`config.mk`:
```
export PLATFORM = sky130hd
export DESIGN_NAME = sid_bus_if
export DESIGN_NICKNAME = d
export VERILOG_FILES = /design/src/rtl/sid_bus_if_pkg.sv /design/src/rtl/sid_bus_if_sync_fall.sv /design/src/rtl/sid_bus_if.sv
export SDC_FILE = /design/constraint.sdc
export NUM_CORES = 1
export LEC_CHECK = 0
export ABC_AREA = 1
export BUFFER_PORTS_ARGS = -buffer_cell sky130_fd_sc_hd__buf_2
export CAP_MARGIN = 30
export CORE_MARGIN = 2
export CORE_UTILIZATION = 47
export CTS_CLUSTER_SIZE = 8
export DETAILED_ROUTE_END_ITERATION = 8
export GPL_ROUTABILITY_DRIVEN = 1
export PLACE_DENSITY_LB_ADDON = 0.25
export REMOVE_ABC_BUFFERS = 1
export SETUP_SLACK_MARGIN = 0.4
export SLEW_MARGIN = 20
export SYNTH_ARGS = -nofsm -noshare
export SYNTH_HDL_FRONTEND = slang
export SYNTH_SLANG_ARGS = --single-unit
```
`constraint.sdc`:
```
create_clock -name clk -period 1.6 [get_ports clk]
set_clock_uncertainty 0.05 [all_clocks]
set_input_delay 0.32 -clock clk [delete_from_list [all_inputs] [get_ports clk]]
set_output_delay 0.32 -clock clk [all_outputs]
set_load 0.1 [all_outputs]
```
`src/rtl/sid_bus_if_pkg.sv`:
```
// Shared SID register map and host-bus endpoint FSM encoding.
package sid_bus_if_pkg;

    localparam int unsigned ADDR_W = 5;
    localparam int unsigned DATA_W = 8;

    localparam logic [ADDR_W-1:0] ADDR_FC_LO    = 5'h15;
    localparam logic [ADDR_W-1:0] ADDR_FC_HI    = 5'h16;
    localparam logic [ADDR_W-1:0] ADDR_RES_FILT = 5'h17;
    localparam logic [ADDR_W-1:0] ADDR_POTX     = 5'h19;
    localparam logic [ADDR_W-1:0] ADDR_POTY     = 5'h1A;
    localparam logic [ADDR_W-1:0] ADDR_OSC3     = 5'h1B;
    localparam logic [ADDR_W-1:0] ADDR_ENV3     = 5'h1C;

    typedef enum logic [1:0] {
        ST_IDLE,
        ST_WRITE,
        ST_READ,
        ST_WAIT_REL
    } bus_state_e;

endpackage

```
`src/rtl/sid_bus_if_sync_fall.sv`:
```
// Multi-flop synchroniser for an active-low async strobe with falling-edge detect.
module sync_fall #(
    parameter int unsigned SYNC_STAGES = 2
) (
    input  logic clk,
    input  logic rst_n,
    input  logic async_i,
    output logic sync_o,
    output logic fall_o_c
);

    logic [SYNC_STAGES-1:0] sync_q;
    logic                   prev_q;

    // Preset high so a level held low across reset release reads as a fresh edge.
    always_ff @(posedge clk or negedge rst_n) begin
        if (!rst_n) begin
            sync_q <= '1;
            prev_q <= 1'b1;
        end else begin
            sync_q <= {sync_q[SYNC_STAGES-2:0], async_i};
            prev_q <= sync_q[SYNC_STAGES-1];
        end
    end

    assign sync_o   = sync_q[SYNC_STAGES-1];
    assign fall_o_c = prev_q & ~sync_q[SYNC_STAGES-1];

endmodule

```
`src/rtl/sid_bus_if.sv`:
```
// SID host register-bus endpoint: write strobe generation, read-only register
// readback and decaying data-bus latch emulation.
module sid_bus_if
    import sid_bus_if_pkg::*;
#(
    parameter int unsigned SYNC_STAGES  = 2,
    parameter int unsigned DECAY_CYCLES = 2048
) (
    input  logic              clk,
    input  logic              rst_n,
    input  logic              bus_cs_n,
    input  logic              bus_rw,
    input  logic [ADDR_W-1:0] bus_addr,
    input  logic [DATA_W-1:0] bus_data_i,
    output logic [DATA_W-1:0] bus_data_o,
    output logic              bus_data_oe,
    input  logic [DATA_W-1:0] potx,
    input  logic [DATA_W-1:0] poty,
    input  logic [DATA_W-1:0] osc3,
    input  logic [DATA_W-1:0] env3,
    output logic              WR,
    output logic [ADDR_W-1:0] ADDR,
    output logic [DATA_W-1:0] DATA
);

    localparam int unsigned CNT_W = $clog2(DECAY_CYCLES + 1);

    bus_state_e        state_q;
    logic              cs_s;
    logic              start_c;
    logic [DATA_W-1:0] latch_q;
    logic [CNT_W-1:0]  cnt_q;
    logic [DATA_W-1:0] rd_data_c;

    sync_fall #(
        .SYNC_STAGES(SYNC_STAGES)
    ) u_sync_fall (
        .clk     (clk),
        .rst_n   (rst_n),
        .async_i (bus_cs_n),
        .sync_o  (cs_s),
        .fall_o_c(start_c)
    );

    // Read-only registers, otherwise the decaying bus latch.
    always_comb begin
        rd_data_c = latch_q;
        case (bus_addr)
            ADDR_POTX: rd_data_c = potx;
            ADDR_POTY: rd_data_c = poty;
            ADDR_OSC3: rd_data_c = osc3;
            ADDR_ENV3: rd_data_c = env3;
            default:   rd_data_c = latch_q;
        endcase
    end

    // Bus-cycle FSM; WR and read data are set on the start-detect edge.
    always_ff @(posedge clk or negedge rst_n) begin
        if (!rst_n) begin
            state_q     <= ST_IDLE;
            WR          <= 1'b0;
            ADDR        <= '0;
            DATA        <= '0;
            bus_data_o  <= '0;
            bus_data_oe <= 1'b0;
        end else begin
            WR <= 1'b0;
            case (state_q)
                ST_IDLE: begin
                    if (start_c) begin
                        if (!bus_rw) begin
                            ADDR    <= bus_addr;
                            DATA    <= bus_data_i;
                            WR      <= 1'b1;
                            state_q <= ST_WRITE;
                        end else begin
                            bus_data_o  <= rd_data_c;
                            bus_data_oe <= 1'b1;
                            state_q     <= ST_READ;
                        end
                    end
                end
                ST_WRITE:    state_q <= ST_WAIT_REL;
                ST_READ:     state_q <= ST_WAIT_REL;
                ST_WAIT_REL: begin
                    if (cs_s) begin
                        bus_data_oe <= 1'b0;
                        state_q     <= ST_IDLE;
                    end
                end
                default:     state_q <= ST_IDLE;
            endcase
        end
    end

    // Bus latch: loaded by a write, cleared once the counter runs out.
    always_ff @(posedge clk or negedge rst_n) begin
        if (!rst_n) begin
            latch_q <= '0;
            cnt_q   <= '0;
        end else if (state_q == ST_WRITE) begin
            latch_q <= DATA;
            cnt_q   <= CNT_W'(DECAY_CYCLES);
        end else if (cnt_q != '0) begin
            cnt_q <= cnt_q - CNT_W'(1);
            if (cnt_q == CNT_W'(1)) begin
                latch_q <= '0;
            end
        end
    end

endmodule

```
# == Word level (Yosys, flattened, before mapping) ==
# Index checks and enable logic that the tools add are counted.
# totals
regBits,48
in_bits,49
wordCells,53
# classes
n_addsub,1
eq_ne,11
mux,17
n_bitwise,3
n_reduce_logical,11
# op_table
op,n
$pmux 8 s4,1
$mux 12,2
$mux 8,3
$eq 5x5->1 const B,4
$eq 12x1->1 const B,1
$reduce_bool 12->1,1
$sub 12x1->12 const B,1
$mux 1,6
$mux 2,3
$pmux 2 s3,1
$reduce_and 3->1,2
$reduce_bool 2->1,3
$eq 2x2->1 const B,2
$ne 2x2->1 const B,2
$reduce_and 2->1,2
$reduce_and 4->1,1
$eq 2x1->1 const B,1
$logic_not 2->1,1
$ne 2x1->1 const B,1
$not 1->1,2
$pmux 1 s2,1
$reduce_or 2->1,1
$and 1x1->1,1

# == Longest topological paths before layout ==
# logic_depth
depth_word,4
ltp_mapped,10
ltp_nobuf,9

# == Modules after synthesis ==
# Synthesis repeated with hierarchy kept, for this count alone.
# unflattened
hier_cells,350
area_unflattened_um2,2621.3
# modules_own_cells
module,n_inst,cells_each,area_per_inst_um2
sid_bus_if,1,345,2532.4
sync_fall,1,5,88.8

# == Worst setup path after synthesis ==
# No wires, ideal clock.
# synth_path
kind,reg-to-reg
start,register cnt_q[0]
end,register cnt_q[4]
setup_time_ps,115
t_arrival_ps,1348
required_ps,1435
path_slack_ps,87
stages_incl_launch_ff,8
n_path_buf,0
cell_sequence,dfrtp_1 -> clkinv_1 -> ha_1 -> nand2_1 -> inv_1 -> or2_2 -> nand4_1 -> inv_1
# synth_between
elab_chain_len,3
elab_cells_between_ends,5
classes_between,add/sub: 1; mux: 2; reduce/logical: 2
# synth_rtl
item,line,source
from (decl),sid_bus_if.sv:32,logic [CNT_W-1:0] cnt_q;
from (signal assigned),sid_bus_if.sv:103,cnt_q <= CNT_W'(DECAY_CYCLES);
from (signal assigned),sid_bus_if.sv:105,cnt_q <= cnt_q - CNT_W'(1);
$sub 12x1->12,sid_bus_if.sv:105,
$mux 12,sid_bus_if.sv:104,end else if (cnt_q != '0) begin
$mux 12,sid_bus_if.sv:101,end else if (state_q == ST_WRITE) begin
# Parallel ways exist; a longest one is shown, timed or not. The select of a mux whose other input is x is not followed.
# A chain may end at the register's enable or synchronous reset.

# == Worst setup path after layout ==
# layout_path
start,register state_q[0]
end,register DATA[2]
# layout_between
elab_chain_len,2
# layout_rtl
item,line,source
from (decl),sid_bus_if.sv:28,bus_state_e state_q;
from (signal assigned),sid_bus_if.sv:60,state_q <= ST_IDLE;
from (signal assigned),sid_bus_if.sv:75,state_q <= ST_WRITE;
from (signal assigned),sid_bus_if.sv:79,state_q <= ST_READ;
$logic_not 2->1,sid_bus_if.sv:68,case (state_q)
$reduce_and 3->1 (no line),--,
to (signal assigned),sid_bus_if.sv:73,DATA <= bus_data_i;
to (decl),sid_bus_if.sv:23,output logic [DATA_W-1:0] DATA
# No other way between the ends.

==> impl_summary.txt <==
----------------------------------------------------
[CTS]
  CTS tree ... built
  Number of levels the H-tree was split into ... 2
  Worst-case clock buffer depth ... 2
  Clock sink count ... 48
  Cell at the root of the clock tree ... clkbuf_8
  Skew-Pair Late Insertion Delay ... between 300 and 400 ps
  Number of buffers created by CTS ... 5
  Worst-path clk slew ... ~100 ps

[Synthesis]
  Share of the synthesized area in the top cell type ... between 40% and 50%
  Seq/Total Area, Yosys ... 45.9%
  Biggest area consumer among synthesized cells ... dfrtp_1
  Top post-synthesis cells by area ... dfrtp_1 (43%), nand2_1 (20%), nand3_1 (7.1%)
  Number of cells produced by synthesis ... about 350
  EDFF count, synth ... 0
  Synth top cells by count ... nand2_1 (138), dfrtp_1 (45), nand3_1 (37)
  Number of library cell types mapped by synthesis ... 30
  Most common flop cell mapped by yosys ... dfrtp_1
  Yosys warns ... 0
  Post-Syn Area ... 2620 um2
  Synthesis-stage register bit count ... 48
  FFs w/ async S/R, synth ... between 90% and 100%
  Avg Synthesized Cell Area ... around 7.6 um2
  Most frequently used cell type in the post-synthesis netlist ... nand2_1

[Global route]
  Global-route wire length before repair ... ~14,000 um
  Pin count of the biggest net entering global routing ... 27
  Initial antenna violation count ... 0
  Overall Global Routing Usage ... 28.3%
  Vias in the first global route ... 2,855
  Remaining global-route overflow ... 0

[Critical path]
  Cell-by-cell trace of the critical path ... inv_2 > ha_4 > inv_4 > nor2_4 > inv_2 > nor2_4 > clkinvlp_4 > nand2_1 > nand2_1
  Maximum fanout count along the critical path ... 8
  Instance count on the critical path ... 9
  Data arrival time of the critical path ... about 1700 ps
  Number of cell instances on the worst register-to-register path ... 9
  Setup CP Type ... reg -> reg
  Slowest CP cell ... dfrtp_1
  Crit-path max cell delay ... ~410 ps
  Crit. End Element ... register
  CP delay by family, top ... buffers and inverters
  Req. time, crit path ... 1770 ps
  Startpoint Class ... register
  Buffers and inverters on the worst path ... 4

[Place]
  Detailed placement HPWL ... 4790 um
  IO Port Bufs ... between 70 and 80
  Cells after DPL ... about 500
  Final Wtd Congestion ... between 0.9 and 1

[Power and ir drop]
  Power density cells ... approximately 2300 nW/um2
  Static power due to leakage ... around 2.2 nW
  Final Power ... about 0.010 W
  Worst IR drop on VDD ... 1610 uV

[Floorplanning]
  IO Count ... slightly above 70
  Die Y-Extent ... 78.7 um
  Effective utilization at floorplan ... 48.2%
  Die Span X ... between 70 and 80 um
  Number of rows created at floorplan ... 27
  Area of the core ... 5440 um2
  Area enclosed by the die boundary ... slightly above 6000 um2

[Final layout]
  Layout cells sized above 1 ... 50.9%
  Diode count ... 0
  Area occupied by multi-input gates ... ~1600 um2
  Layout Utilization ... 80.6%
  Number of nets at the end of the flow ... roughly 530
  Area overhead of the layout relative to synthesis ... 67.1%
  Register area ... 1210 um2
  Finished Layout Cells ... approximately 550
  Number of fill cells in the layout ... 330

[Timing]
  Final hold violation count ... 0
  Time the final worst path needs with I/O delays and setup ... 1560 ps
  FMAX ... between 600 and 700 MHz
  # setup viols final ... 0
  RSZ-0062 raised after global routing ... true
  Worst slew margin ... ~73%
  Number of max-slew violations in the final report ... 0
  Transition time of the tightest slew-check pin ... around 400 ps
  Post-route worst hold slack ... about 39 ps
  Share of the cycle needed by the critical path after routing ... 97.3%

[Route]
  Post-detailed-route via-to-cell ratio ... ~5.5
  Initial detailed-routing violation count ... about 160
  Antenna viol nets, final ... 0
  DRC violation count after routing ... 0
  First-pass iteration count of the detailed router ... 6
  Average detailed-routed wire length per instance ... roughly 17 um
  Number of vias after detailed routing ... 3,012
  Total detailed-routing wirelength ... approximately 9400 um

[Worst hold path]
  Hold Path Depth ... 1
  Hold/Removal Path Class ... in -> reg

[Job]
  Max_cap viols ... 0

[Status]
  Result of the run ... completed

----------------------------------------------------
[cells in the final DEF, fill, tap and decap left out, types with 3 or more instances in the layout]
cell type / netlist / final
nand2_2: 1 / 26
nor2_2: 4 / 6
inv_2: 8 / 11
o21ai_0: 8 / 4
buf_6: 0 / 9
dfstp_2: 3 / 3
buf_2: 3 / 48
buf_12: 0 / 23
nand3_1: 37 / 25
o21ai_2: 0 / 4
nor3_4: 1 / 5
clkbuf_8: 0 / 5
nor2_4: 4 / 14
nand4_1: 16 / 16
inv_4: 0 / 6
dfrtp_1: 45 / 42
ha_4: 0 / 6
buf_4: 0 / 48
inv_1: 24 / 15
nand3_2: 1 / 12
o21ai_1: 4 / 4
nand2_1: 138 / 112
dfrtp_2: 0 / 3
nor2_1: 25 / 13
[timing repair]
action                                  in CTS  in global routing
hold buffers                                 1                  0
endpoints found under the setup margin      68                 68
gates resized for setup                    149                 69
endpoints found under the hold margin       45                  0
pin swaps                                   23                 31
gates cloned                                 2                  0
setup buffers                               31                 14
[path summary, 6_finish.rpt]
check	from	endpoint	slack (ps)
min reg2reg	u_sync_fall.sync_q[0]	u_sync_fall.sync_q[1]	310
max	state_q[0]	DATA[2]	40
max reg2reg	state_q[0]	DATA[2]	40
min in group asynchronous	rst_n	latch_q[0]	470
max in group asynchronous	rst_n	u_sync_fall.sync_q[0]	700
min	bus_cs_n	u_sync_fall.sync_q[0]	40
[state kept, by name (all words and copies together), names as in the netlist]
signal and flops:
bus_data_o 8, u_sync_fall.sync_q 2, ADDR 5, cnt_q 12, latch_q 8, u_sync_fall.prev_q 1
DATA 8, state_q 2, bus_data_oe 1, WR 1
[layout make-up]
class,instances,share of cell area [%]
flip-flops and latches,48,27.6
repair inverters,1,0.171
clock buffers,5,1.57
repair buffers,129,26.7
well taps,72,2.06
clock inverters,3,1.06
multi-input cells,260,37.4
inverters,33,3.45
[stage by stage]
step / TNS (ps) / setup WS [ps] / instance area (um2)
floorplan: -1880 / -165 / 2600
global placement: 0 / 109 / 3130
detailed placement: 0 / 23.0 / 3130
CTS: 0 / 76.8 / 4040
global route: -136 / -39.5 / 4380
finish: 0 / 42.9 / 4380
[logic make-up (layout without fill, tap and decap cells)]
logic type	count (synthesis)	after routing	share of synthesized area (%)
AOI/OAI and AO/OA	17	17	3.91
DFF	48	48	45.9
xor gates and xnor gates	1	1	0.334
adders and majority gates	7	7	3.34
buffers and inverters	38	171	5.58
and+or+nand+nor	235	235	40.9
[routing by layer]
| metal | part of all wire [%] | global-route usage (%) | vias up |
|---|---|---|---|
| met3 | 9.2 | 6.59 | 43 |
| met2 | 51 | 50.9 | 204 |
| met5 | 0 | 0 | - |
| met1 | 36 | 32.9 | 1386 |
| li1 | - | - | 1379 |
| met4 | 4.1 | 10.2 | 0 |
[report_power, final]
group	leakage (nW)	switching (W)	internal (W)
Clock	0.0548	0.000446	0.000471
Sequential	0.600	0.000591	0.00173
Combinational	1.58	0.00418	0.00279
Total	2.23	0.00522	0.00498
(Power assumes the default switching activity.)
